<file path="src/rtl/rhythm_pkg.sv">
// Shared definitions for the rhythm-game blocks: keyboard codes, round states
// and the score width used by the droppers and the scoreboard.
package rhythm_pkg;

    localparam logic [7:0] KEY_START = 8'h2C;
    localparam logic [7:0] KEY_ABORT = 8'h01;
    localparam int         SCORE_W   = 14;

    typedef enum logic [1:0] {
        IDLE = 2'd0,
        PLAY = 2'd1,
        DONE = 2'd2
    } state_e;

endpackage

</file>
<file path="src/rtl/bin2bcd14.sv">
// Combinational double-dabble: 14-bit binary to four packed BCD digits.
// Values above 9999 lose their ten-thousands digit.
module bin2bcd14
    import rhythm_pkg::*;
(
    input  logic [SCORE_W-1:0] bin_i,
    output logic [15:0]        bcd_o
);

    logic [15:0] bcd;

    always_comb begin
        bcd = '0;
        for (int i = SCORE_W - 1; i >= 0; i--) begin
            // Add-3 on any digit >= 5 before it is doubled by the shift.
            for (int d = 0; d < 4; d++) begin
                if (bcd[4*d +: 4] > 4'd4) begin
                    bcd[4*d +: 4] = bcd[4*d +: 4] + 4'd3;
                end
            end
            bcd = {bcd[14:0], bin_i[i]};
        end
    end

    assign bcd_o = bcd;

endmodule

</file>
<file path="src/rtl/score_tally.sv">
// Scoreboard: counts new rising dropper hit flags during a round, keeps a
// saturating score and combo, and exposes BCD score plus round status to the HUD.
module score_tally
    import rhythm_pkg::*;
#(
    parameter int N_LANES       = 32,
    parameter int SONG_FRAMES   = 2400,
    parameter int COMBO_TIMEOUT = 120,
    parameter int SCORE_MAX     = 9999
) (
    input  logic               frame_clk,
    input  logic               Reset,
    input  logic [7:0]         keycode,
    input  logic [7:0]         keycode_second,
    input  logic [N_LANES-1:0] score_vec,
    output logic [SCORE_W-1:0] score_bin,
    output logic [15:0]        score_bcd,
    output logic [7:0]         combo,
    output logic [7:0]         max_combo,
    output logic               hit_pulse,
    output logic               game_over
);

    localparam int NW = $clog2(N_LANES + 1);
    localparam int FW = $clog2(SONG_FRAMES + 1);
    localparam int IW = $clog2(COMBO_TIMEOUT + 1);

    function automatic logic [NW-1:0] popcount(input logic [N_LANES-1:0] v);
        logic [NW-1:0] cnt;
        cnt = '0;
        for (int i = 0; i < N_LANES; i++) begin
            cnt = cnt + NW'(v[i]);
        end
        return cnt;
    endfunction

    state_e             state_q;
    logic [N_LANES-1:0] score_q;
    logic [FW-1:0]      frame_q;
    logic [IW-1:0]      idle_q;
    logic [SCORE_W-1:0] score_bin_q;
    logic [15:0]        score_bcd_q;
    logic [7:0]         combo_q;
    logic [7:0]         max_combo_q;
    logic               hit_pulse_q;
    logic               game_over_q;

    logic               key_abort;
    logic               key_start;
    logic [NW-1:0]      n_hits;
    logic [SCORE_W:0]   score_sum;
    logic [SCORE_W-1:0] score_bin_d;
    logic [8:0]         combo_sum;
    logic [7:0]         combo_d;
    logic [7:0]         max_combo_d;
    logic [IW-1:0]      idle_d;
    logic [15:0]        bcd_w;

    assign key_abort = (keycode == KEY_ABORT) || (keycode_second == KEY_ABORT);
    assign key_start = (keycode == KEY_START) || (keycode_second == KEY_START);

    always_comb begin
        n_hits      = popcount(score_vec & ~score_q);
        score_sum   = {1'b0, score_bin_q} + (SCORE_W + 1)'(n_hits);
        score_bin_d = (score_sum > (SCORE_W + 1)'(SCORE_MAX)) ? SCORE_W'(SCORE_MAX)
                                                              : score_sum[SCORE_W-1:0];
        combo_sum   = {1'b0, combo_q} + 9'(n_hits);
        combo_d     = combo_q;
        idle_d      = idle_q;
        if (n_hits != '0) begin
            combo_d = combo_sum[8] ? 8'hFF : combo_sum[7:0];
            idle_d  = '0;
        end else if (idle_q == IW'(COMBO_TIMEOUT - 1)) begin
            combo_d = 8'd0;
            idle_d  = '0;
        end else begin
            idle_d  = idle_q + 1'b1;
        end
        max_combo_d = (combo_d > max_combo_q) ? combo_d : max_combo_q;
    end

    bin2bcd14 u_bcd (
        .bin_i (score_bin_q),
        .bcd_o (bcd_w)
    );

    always_ff @(posedge frame_clk or posedge Reset) begin
        if (Reset) begin
            state_q     <= IDLE;
            score_q     <= '0;
            frame_q     <= '0;
            idle_q      <= '0;
            score_bin_q <= '0;
            score_bcd_q <= '0;
            combo_q     <= '0;
            max_combo_q <= '0;
            hit_pulse_q <= 1'b0;
            game_over_q <= 1'b0;
        end else begin
            score_q     <= score_vec;
            score_bcd_q <= bcd_w;
            hit_pulse_q <= 1'b0;
            // Abort wins over start, and leaving a round clears it on the same edge.
            if (state_q == IDLE || key_abort) begin
                state_q     <= (key_start && !key_abort) ? PLAY : IDLE;
                frame_q     <= '0;
                idle_q      <= '0;
                score_bin_q <= '0;
                combo_q     <= '0;
                max_combo_q <= '0;
                game_over_q <= 1'b0;
            end else if (state_q == PLAY) begin
                score_bin_q <= score_bin_d;
                combo_q     <= combo_d;
                max_combo_q <= max_combo_d;
                idle_q      <= idle_d;
                hit_pulse_q <= (n_hits != '0);
                if (frame_q == FW'(SONG_FRAMES - 1)) begin
                    state_q     <= DONE;
                    game_over_q <= 1'b1;
                end else begin
                    frame_q <= frame_q + 1'b1;
                end
            end
        end
    end

    assign score_bin = score_bin_q;
    assign score_bcd = score_bcd_q;
    assign combo     = combo_q;
    assign max_combo = max_combo_q;
    assign hit_pulse = hit_pulse_q;
    assign game_over = game_over_q;

endmodule

</file>
<file path="config.mk">
export PLATFORM = sky130hd
export DESIGN_NAME = score_tally
export DESIGN_NICKNAME = d
export VERILOG_FILES = /design/src/rtl/rhythm_pkg.sv /design/src/rtl/bin2bcd14.sv /design/src/rtl/score_tally.sv
export SDC_FILE = /design/constraint.sdc
export NUM_CORES = 1
export LEC_CHECK = 0
export BUFFER_PORTS_ARGS = -buffer_cell sky130_fd_sc_hd__buf_4
export CAP_MARGIN = 20
export CORE_MARGIN = 1
export CORE_UTILIZATION = 36
export CTS_BUF_LIST = sky130_fd_sc_hd__clkbuf_16
export CTS_CLUSTER_SIZE = 28
export DETAILED_ROUTE_END_ITERATION = 12
export PLACE_DENSITY = 0.65
export SYNTH_ARGS = -nofsm -noshare
export SYNTH_HDL_FRONTEND = slang
export SYNTH_SLANG_ARGS = --single-unit
</file>
<file path="constraint.sdc">
create_clock -name frame_clk -period 11.1 [get_ports frame_clk]
set_clock_uncertainty 0.15 [all_clocks]
set_input_delay 0 -clock frame_clk [delete_from_list [all_inputs] [get_ports frame_clk]]
set_output_delay 0 -clock frame_clk [all_outputs]
set_load 0.03 [all_outputs]
</file>
==> impl_metrics.csv, run 1 <==
group,metric,value,unit
die,boundaryPins,98,
timing,finalCritPeriodShare,0.7917,
layout,mostFrequentLayoutCells,"110 x buf_4, 108 x nand2_1, 100 x dfrtp_1, 92 x nor2_1, 74 x a21oi_1",
power,power_density,203.6,mW/mm^2
yosys,ys.flop_type,"dfrtp_1",
timing,setup_viol_count_final,0,
setup_path,cp_max_fo,24,
clocking,htree_num_levels,3,
placed_design,dpl.hpwl,19320,um
yosys,synth_edf_count,0,
routing,post_drt_wl_per_cell,15.91,um
grt,grt_start_max_net_pins,61,
die,die_area,0.02872,mm^2
die,core-area,0.02725,mm^2
placed_design,place_inst,1634,
setup_path,critPathMostFrequentCell,"ha_1",
layout,fin_util,0.4322,
clocking,clk_pin_slew,0.08,ns
timing,rsz0062_at_grt,"no",
grt,grt_usage,0.1881,
yosys,yosysSeqAreaShare,0.2478,
timing,min_period,8.788,ns
layout,final_common_cell,"buf_4",
routing,via_count,9842,
routing,drt-initial-drc-count,1123,
setup_path,crit_type,"reg -> reg",
placed_design,pre_cts_slack,2.503,ns
power,p_leak,5.104,nW
outcome,outcome,"finished clean",
routing,drt-total-wl,26830,um
grt,antenna_found_initial,0,
setup_path,end_kind,"register",
grt,grt_pass1_vias,9339,
layout,stdcell_area,0.01178,mm^2
yosys,syn_inst,1217,
yosys,synth_cell_types,103,
timing,fin_ws,2.312,ns
grt,grt_pass1_wl,44790,um
clocking,cts_root_buffer,"clkbuf_16",
layout,syn2layout_area_growth,16.65,%
setup_path,critical_path.max_stage_delay,0.65,ns
timing,fin_tns_setup,0,ns
grt,grt_overflow,0,
clocking,cts_buffer_depth,2,
routing,drc,0,
yosys,syn-cell-area,0.01010,mm^2
layout,layout-drive-gt1-share,0.1431,
layout,multi_input_area,0.007010,mm^2
yosys,async_flop_share,1.000,
timing,finalHoldViolCount,0,
hold_path,worstHoldPathType,"in -> async",
yosys,syn_nets,1347,
die,die_height,169.5,um
routing,drt-pass1-iter-count,6,
layout,nFillCells,2642,
routing,post_drt_via_cell_ratio,5.837,
die,rows,60,
layout,layout.nets,1440,
timing,worst_pin_slew,0.8769,ns
timing,fmax,0.1138,GHz
yosys,ys_seq_elements,100,
clocking,cts_setup_buffers,0,
setup_path,critPathSlowestCell,"ha_1",
power,power.total,2.398,mW
setup_path,critPathLaunchType,"register",
timing,maxSlewHeadroom,0.4062,
setup_path,worstPathArrival,8.92,ns
routing,final_antenna_net_count,0,
placed_design,post_dp_cell_area,0.01105,mm^2
die,die_w,169.5,um
placed_design,gp_congestion,0.9559,
setup_path,worstRegToRegCells,32,
timing,maxSlewViolCount,0,
power,vdd_ir_drop_max,0.3731,mV
clocking,cts_made_buffers,9,
timing,hold_ws,0.07209,ns
yosys,yosysWarnings,0,
run,maxCapViolations,0,
die,initial_core_util,0.3705,
yosys,synth.avg_cell_area,8.297,um^2
clocking,cts_tree,"yes",
clocking,clock-sinks,100,
clocking,post_cts_resized,0,
layout,seqCellArea,0.002502,mm^2
placed_design,portBuffers,97,
setup_path,crit_required,11.23,ns
clocking,cts_hold_buf,37,
clocking,insertion_delay,0.36,ns
layout,diodes,0,
layout,fin_cells,1686,
-- Yosys cell counts, drive strengths merged (7+ instances only) --
master | instances | area (um^2)
o311ai | 8 | 77.58
a31oi | 19 | 131.4
nor2b | 36 | 225.2
clkbuf | 25 | 93.84
nor3 | 37 | 190.2
o31ai | 12 | 95.09
fa | 26 | 520.5
xnor2 | 28 | 252.8
and3 | 12 | 75.07
a211oi | 20 | 170.2
nor2 | 96 | 370.3
a22oi | 15 | 117.6
nand3 | 43 | 225.2
and2 | 15 | 98.85
o22ai | 7 | 50.05
a311oi | 8 | 76.32
mux2i | 22 | 224.0
dfrtp | 100 | 2502
a21oi | 78 | 405.4
nand2 | 111 | 424.2
o21ai | 82 | 417.9
nand2b | 24 | 150.1
nand4 | 21 | 131.4
nor4 | 19 | 140.1
a22o | 19 | 166.4
inv | 62 | 232.7
a221oi | 7 | 80.07
xor2 | 15 | 150.2
ha | 54 | 675.7
mux2 | 9 | 101.4
a21o | 20 | 151.4
or3 | 8 | 50.05
buf | 40 | 256.5
o211ai | 11 | 82.58
-- final timing paths --
path | startpoint | endpoint | slack, ns
min reg2reg | idle_q[6]$_DFFE_PP0P_ | idle_q[6]$_DFFE_PP0P_ | 0.34
max reg2reg | score_bin[11]$_DFFE_PP0P_ | score_bcd[6]$_DFF_PP0_ | 2.31
min in group frame_clk | score_vec[16] | score_q[16]$_DFF_PP0_ | 0.14
max | score_bin[11]$_DFFE_PP0P_ | score_bcd[6]$_DFF_PP0_ | 2.31
min | Reset | score_q[9]$_DFF_PP0_ | 0.07
max in group asynchronous | Reset | score_bcd[10]$_DFF_PP0_ | 9.52
-- flip-flops by register name (all words and copies together) (netlist names) --
signal and flops:
score_bcd 16, hit_pulse 1, score_bin 14, score_q 32
state_q 2, combo 8, frame_q 12, max_combo 8
idle_q 7
-- logic make-up after synthesis --
logic type / count (synthesis) / share of synthesized area
xor gates and xnor gates: 43 / 0.03990
muxes: 31 / 0.03222
and+or+nand+nor: 450 / 0.2286
adders and majority gates: 80 / 0.1185
buffers and inverters: 129 / 0.05849
DFF: 100 / 0.2478
AOI/OAI and AO/OA: 384 / 0.2745
-- worst max-delay path: cells and delay by family (launching register included) --
family / cells / cell delay, ns
adder cells (fa/ha/maj): 6 / 2.00
AND/OR/NAND/NOR: 7 / 2.07
XOR/XNOR: 1 / 0.31
buffers and inverters: 4 / 0.60
flip-flops: 1 / 0.54
multiplexers: 2 / 0.50
AO/OA/AOI/OAI: 12 / 2.51
-- cell type report --
| type | instances | share of cell area |
|---|---|---|
| Clock buffer | 9 | 0.01912 |
| Clock inverter | 6 | 0.01158 |
| Inverter | 64 | 0.02061 |
| Multi-Input combinational cell | 988 | 0.5952 |
| Sequential cell | 100 | 0.2124 |
| Tap cell | 372 | 0.03952 |
| Timing Repair Buffer | 147 | 0.1016 |
-- power by group --
part	leakage (nW)	switching (mW)	internal (mW)
registers	1.31	0.0250	0.400
clock network	0.177	0.160	0.244
logic	3.62	0.878	0.690
total	5.10	1.06	1.33
-- routing by layer --
| metal | vias up | track usage | part of all wire |
|---|---|---|---|
| met5 | - | 0 | 0 |
| met4 | 0 | 0.06620 | 0.022 |
| met3 | 62 | 0.02169 | 0.055 |
| met2 | 388 | 0.3215 | 0.48 |
| met1 | 4697 | 0.2448 | 0.44 |
| li1 | 4695 | - | - |
Power figures use the tool's default switching activity.
==> inputs of run 2 (changes only) <==
--- a/config.mk
+++ b/config.mk
@@ -5,6 +5,7 @@
 export SDC_FILE = /design/constraint.sdc
 export NUM_CORES = 1
 export LEC_CHECK = 0
+export ABC_AREA = 1
 export BUFFER_PORTS_ARGS = -buffer_cell sky130_fd_sc_hd__buf_4
 export CAP_MARGIN = 20
 export CORE_MARGIN = 1
@@ -12,7 +13,7 @@
 export CTS_BUF_LIST = sky130_fd_sc_hd__clkbuf_16
 export CTS_CLUSTER_SIZE = 28
 export DETAILED_ROUTE_END_ITERATION = 12
-export PLACE_DENSITY = 0.65
+export PLACE_DENSITY = 0.66
 export SYNTH_ARGS = -nofsm -noshare
 export SYNTH_HDL_FRONTEND = slang
 export SYNTH_SLANG_ARGS = --single-unit
==> constraint.sdc (replaced) <==
create_clock -name frame_clk -period 8.6 [get_ports frame_clk]
set_clock_uncertainty 0.15 [all_clocks]
set_input_delay 0 -clock frame_clk [delete_from_list [all_inputs] [get_ports frame_clk]]
set_output_delay 0 -clock frame_clk [all_outputs]
set_load 0.03 [all_outputs]
==> run 2 against run 1 <==
  * Clock-buffer cell count unchanged
  * Total power increased by 1.4%
  * Sequential share of layout area increased by 4.3 points
  * Final area is 17% lower
  * Setup slack got worse by 1.6 ns
  * Critical path type unchanged
  * Synthesized cell count decreased by 12%
  * Via count fell by 29%
  * Wire length decreased by 35%
  * Non-clock buffer count fell by 10
==> impl_metrics.csv, run 2 <==
group,metric,value,unit
outcome,outcome,"finished clean",
grt,grt_pass1_wl,29970,um
grt,grt_pass1_vias,6797,
timing,maxSlewViolCount,0,
setup_path,crit_family,"adder cells",
yosys,synth.avg_cell_area,7.508,um^2
yosys,yosysWarnings,0,
timing,worst_pin_slew,0.8179,ns
power,power.total,2.432,mW
yosys,ys_top_cells_by_area,"dfrtp_1 31%, nand2_1 12%, inv_1 9.1%",
clocking,cts_buffer_depth,2,
yosys,syn_nets,1199,
die,die_area,0.02290,mm^2
die,die_w,151.3,um
die,boundaryPins,98,
power,p_sw_frac,0.4652,
timing,setup_viol_count_final,0,
layout,fin_cells,1494,
layout,largest-register,"score_q",
setup_path,crit_type,"reg -> reg",
yosys,yosys-top-cells-count,"246 x nand2_1, 195 x inv_1, 100 x dfrtp_1",
timing,min_period,7.847,ns
layout,largest_reg_flops,32,
layout,syn2layout_area_growth,21.82,%
setup_path,cp_num_buf_inv,6,
routing,drt-initial-drc-count,300,
power,pwr-share-clk,0.177,
setup_path,critPathSlowestCell,"fa_1",
setup_path,worstRegToRegCells,34,
yosys,synth_edf_count,0,
yosys,ys.flop_type,"dfrtp_1",
clocking,cts_hold_buf,36,
yosys,synth_top_area_cell,"dfrtp_1",
die,die_height,151.3,um
layout,fin_util,0.4481,
die,core-area,0.02182,mm^2
die,rows,54,
power,seq_power_share,0.201,
routing,final_antenna_net_count,0,
routing,drt-total-wl,17320,um
yosys,syn_inst,1069,
yosys,synth_cell_types,44,
routing,post_drt_via_cell_ratio,4.677,
grt,grt_usage,0.1629,
placed_design,place_inst,1442,
grt,grt_overflow,0,
grt,antenna_found_initial,0,
timing,fmax,0.1274,GHz
power,power_frac_comb,0.622,
timing,rsz0062_at_grt,"no",
setup_path,rrSetupSlack,0.75,ns
setup_path,critPathLaunchType,"register",
layout,layout-drive-gt1-share,0.1829,
clocking,clock-sinks,100,
yosys,synth_top_area_frac,0.3118,
clocking,insertion_delay,0.36,ns
setup_path,rr_startpoint,"score_q[0]$_DFF_PP0_",
die,initial_core_util,0.3678,
clocking,htree_num_levels,3,
yosys,ys_seq_elements,100,
clocking,post_cts_resized,0,
layout,diodes,0,
yosys,yosysMostFrequentCell,"nand2_1",
clocking,cts_tree,"yes",
setup_path,crit_required,8.67,ns
setup_path,end_kind,"register",
clocking,clk_pin_slew,0.08,ns
placed_design,gp_congestion,0.8296,
layout,mostFrequentLayoutCells,"246 x nand2_1, 194 x inv_1, 101 x buf_4, 100 x dfrtp_1, 92 x nand3_1",
timing,finalCritPeriodShare,0.9124,
layout,final_common_cell,"nand2_1",
power,power_density,248.8,mW/mm^2
timing,maxSlewHeadroom,0.4527,
routing,drt-pass1-iter-count,5,
timing,finalHoldViolCount,0,
power,p_int,1.301,mW
run,maxCapViolations,0,
yosys,syn-cell-area,0.008026,mm^2
yosys,async_flop_share,1.000,
power,p_leak,5.439,nW
routing,drc,0,
layout,layout.nets,1339,
timing,fin_tns_setup,0,ns
setup_path,worstPathArrival,7.92,ns
setup_path,cp_max_fo,8,
power,switchingPower,1.132,mW
grt,grt_start_max_net_pins,58,
layout,stdcell_area,0.009778,mm^2
power,vdd_ir_drop_max,0.2510,mV
routing,post_drt_wl_per_cell,11.59,um
setup_path,critical_path.max_stage_delay,0.54,ns
clocking,cts_made_buffers,9,
clocking,cts_root_buffer,"clkbuf_16",
yosys,yosysSeqAreaShare,0.3118,
clocking,cts_setup_buffers,0,
routing,via_count,6988,
setup_path,r2r_end,"max_combo[5]$_DFFE_PP0P_",
hold_path,worstHoldPathType,"in -> async",
placed_design,post_dp_cell_area,0.009104,mm^2
placed_design,portBuffers,97,
placed_design,dpl.hpwl,13880,um
run 2: cell count changes in the layout (fill, tap and decap cells not counted), sizes merged, moves of 24 or more:
cell / change
nand2: +196
inv: +152
nand3: +62
nor2: -36
nor2b: -36
a21oi: -34
nor3: -29
o21ai: -29
nand2b: -24
xnor2: -24
run 2: final cells by class:
cell class | instances | area, um^2
Fill cell | 2165 | 12050
Multi-Input combinational cell | 749 | 4695
Sequential cell | 100 | 2502
Timing Repair Buffer | 137 | 1119
Inverter | 212 | 798.3
Tap cell | 280 | 350.3
Clock buffer | 9 | 225.2
Clock inverter | 7 | 88.84
run 2: worst reg2reg max path: cells and delay by family (launching register included):
family	cells	cell delay (ns)
AOI/OAI and AO/OA	8	1.65
xor gates and xnor gates	1	0.20
adders and majority gates	9	3.90
buffers and inverters	6	0.44
DFF	1	0.37
and+or+nand+nor	10	0.99
run 2: cells by family (layout without fill, tap and decap cells):
family	count (synthesis)	count (layout)	synth area share
multiplexers	1	1	0.001247
buffers and inverters	220	365	0.1034
AO/OA/AOI/OAI	133	133	0.09727
AND/OR/NAND/NOR	508	508	0.3060
adder cells (fa/ha/maj)	80	80	0.1490
XOR/XNOR	27	27	0.03133
flip-flops	100	100	0.3118
run 2: worst max-delay path by stage:
| stage | start | slack [ns] | to | cells past startpoint |
|---|---|---|---|---|
| 5_1_grt | score_q[0]$_DFF_PP0_ | 0.12 | max_combo[6]$_DFFE_PP0P_ | 34 |
| 3_3_place_gp | score_q[0]$_DFF_PP0_ | 0.96 | max_combo[5]$_DFFE_PP0P_ | 34 |
| 4_1_cts | score_q[0]$_DFF_PP0_ | 0.76 | max_combo[5]$_DFFE_PP0P_ | 34 |
| 2_1_floorplan | score_q[0]$_DFF_PP0_ | 1.36 | score_bin[1]$_DFFE_PP0P_ | 27 |
| 3_5_place_dp | score_q[0]$_DFF_PP0_ | 0.76 | max_combo[1]$_DFFE_PP0P_ | 34 |
| 6_report | score_q[0]$_DFF_PP0_ | 0.75 | max_combo[5]$_DFFE_PP0P_ | 34 |
run 2: metrics by stage:
| stage | hold slack [ns] | worst slack [ns] |
|---|---|---|
| after global placement | -0.05224 | 0.9637 |
| after global routing | 0.1299 | 0.1238 |
| final | 0.08682 | 0.7532 |
| after detailed placement | -0.05153 | 0.7642 |
| after CTS | 0.1111 | 0.7609 |
| after floorplan | -0.1186 | 1.355 |
run 2: metal layers:
layer  GRT usage  wire length [um]
met1      0.1909              7688
met2      0.2943              8620
met3     0.03193               710
met4     0.05450               296
met5           0                 0
run 2: power groups by stage:
stage | logic, mW | registers (mW) | clock network [mW]
3_5_place_dp | 1.48 | 0.497 | 0
5_1_grt | 1.73 | 0.489 | 0.464
4_1_cts | 1.50 | 0.488 | 0.444
6_report | 1.51 | 0.488 | 0.431
2_1_floorplan | 1.15 | 0.503 | 0
3_3_place_gp | 1.45 | 0.497 | 0
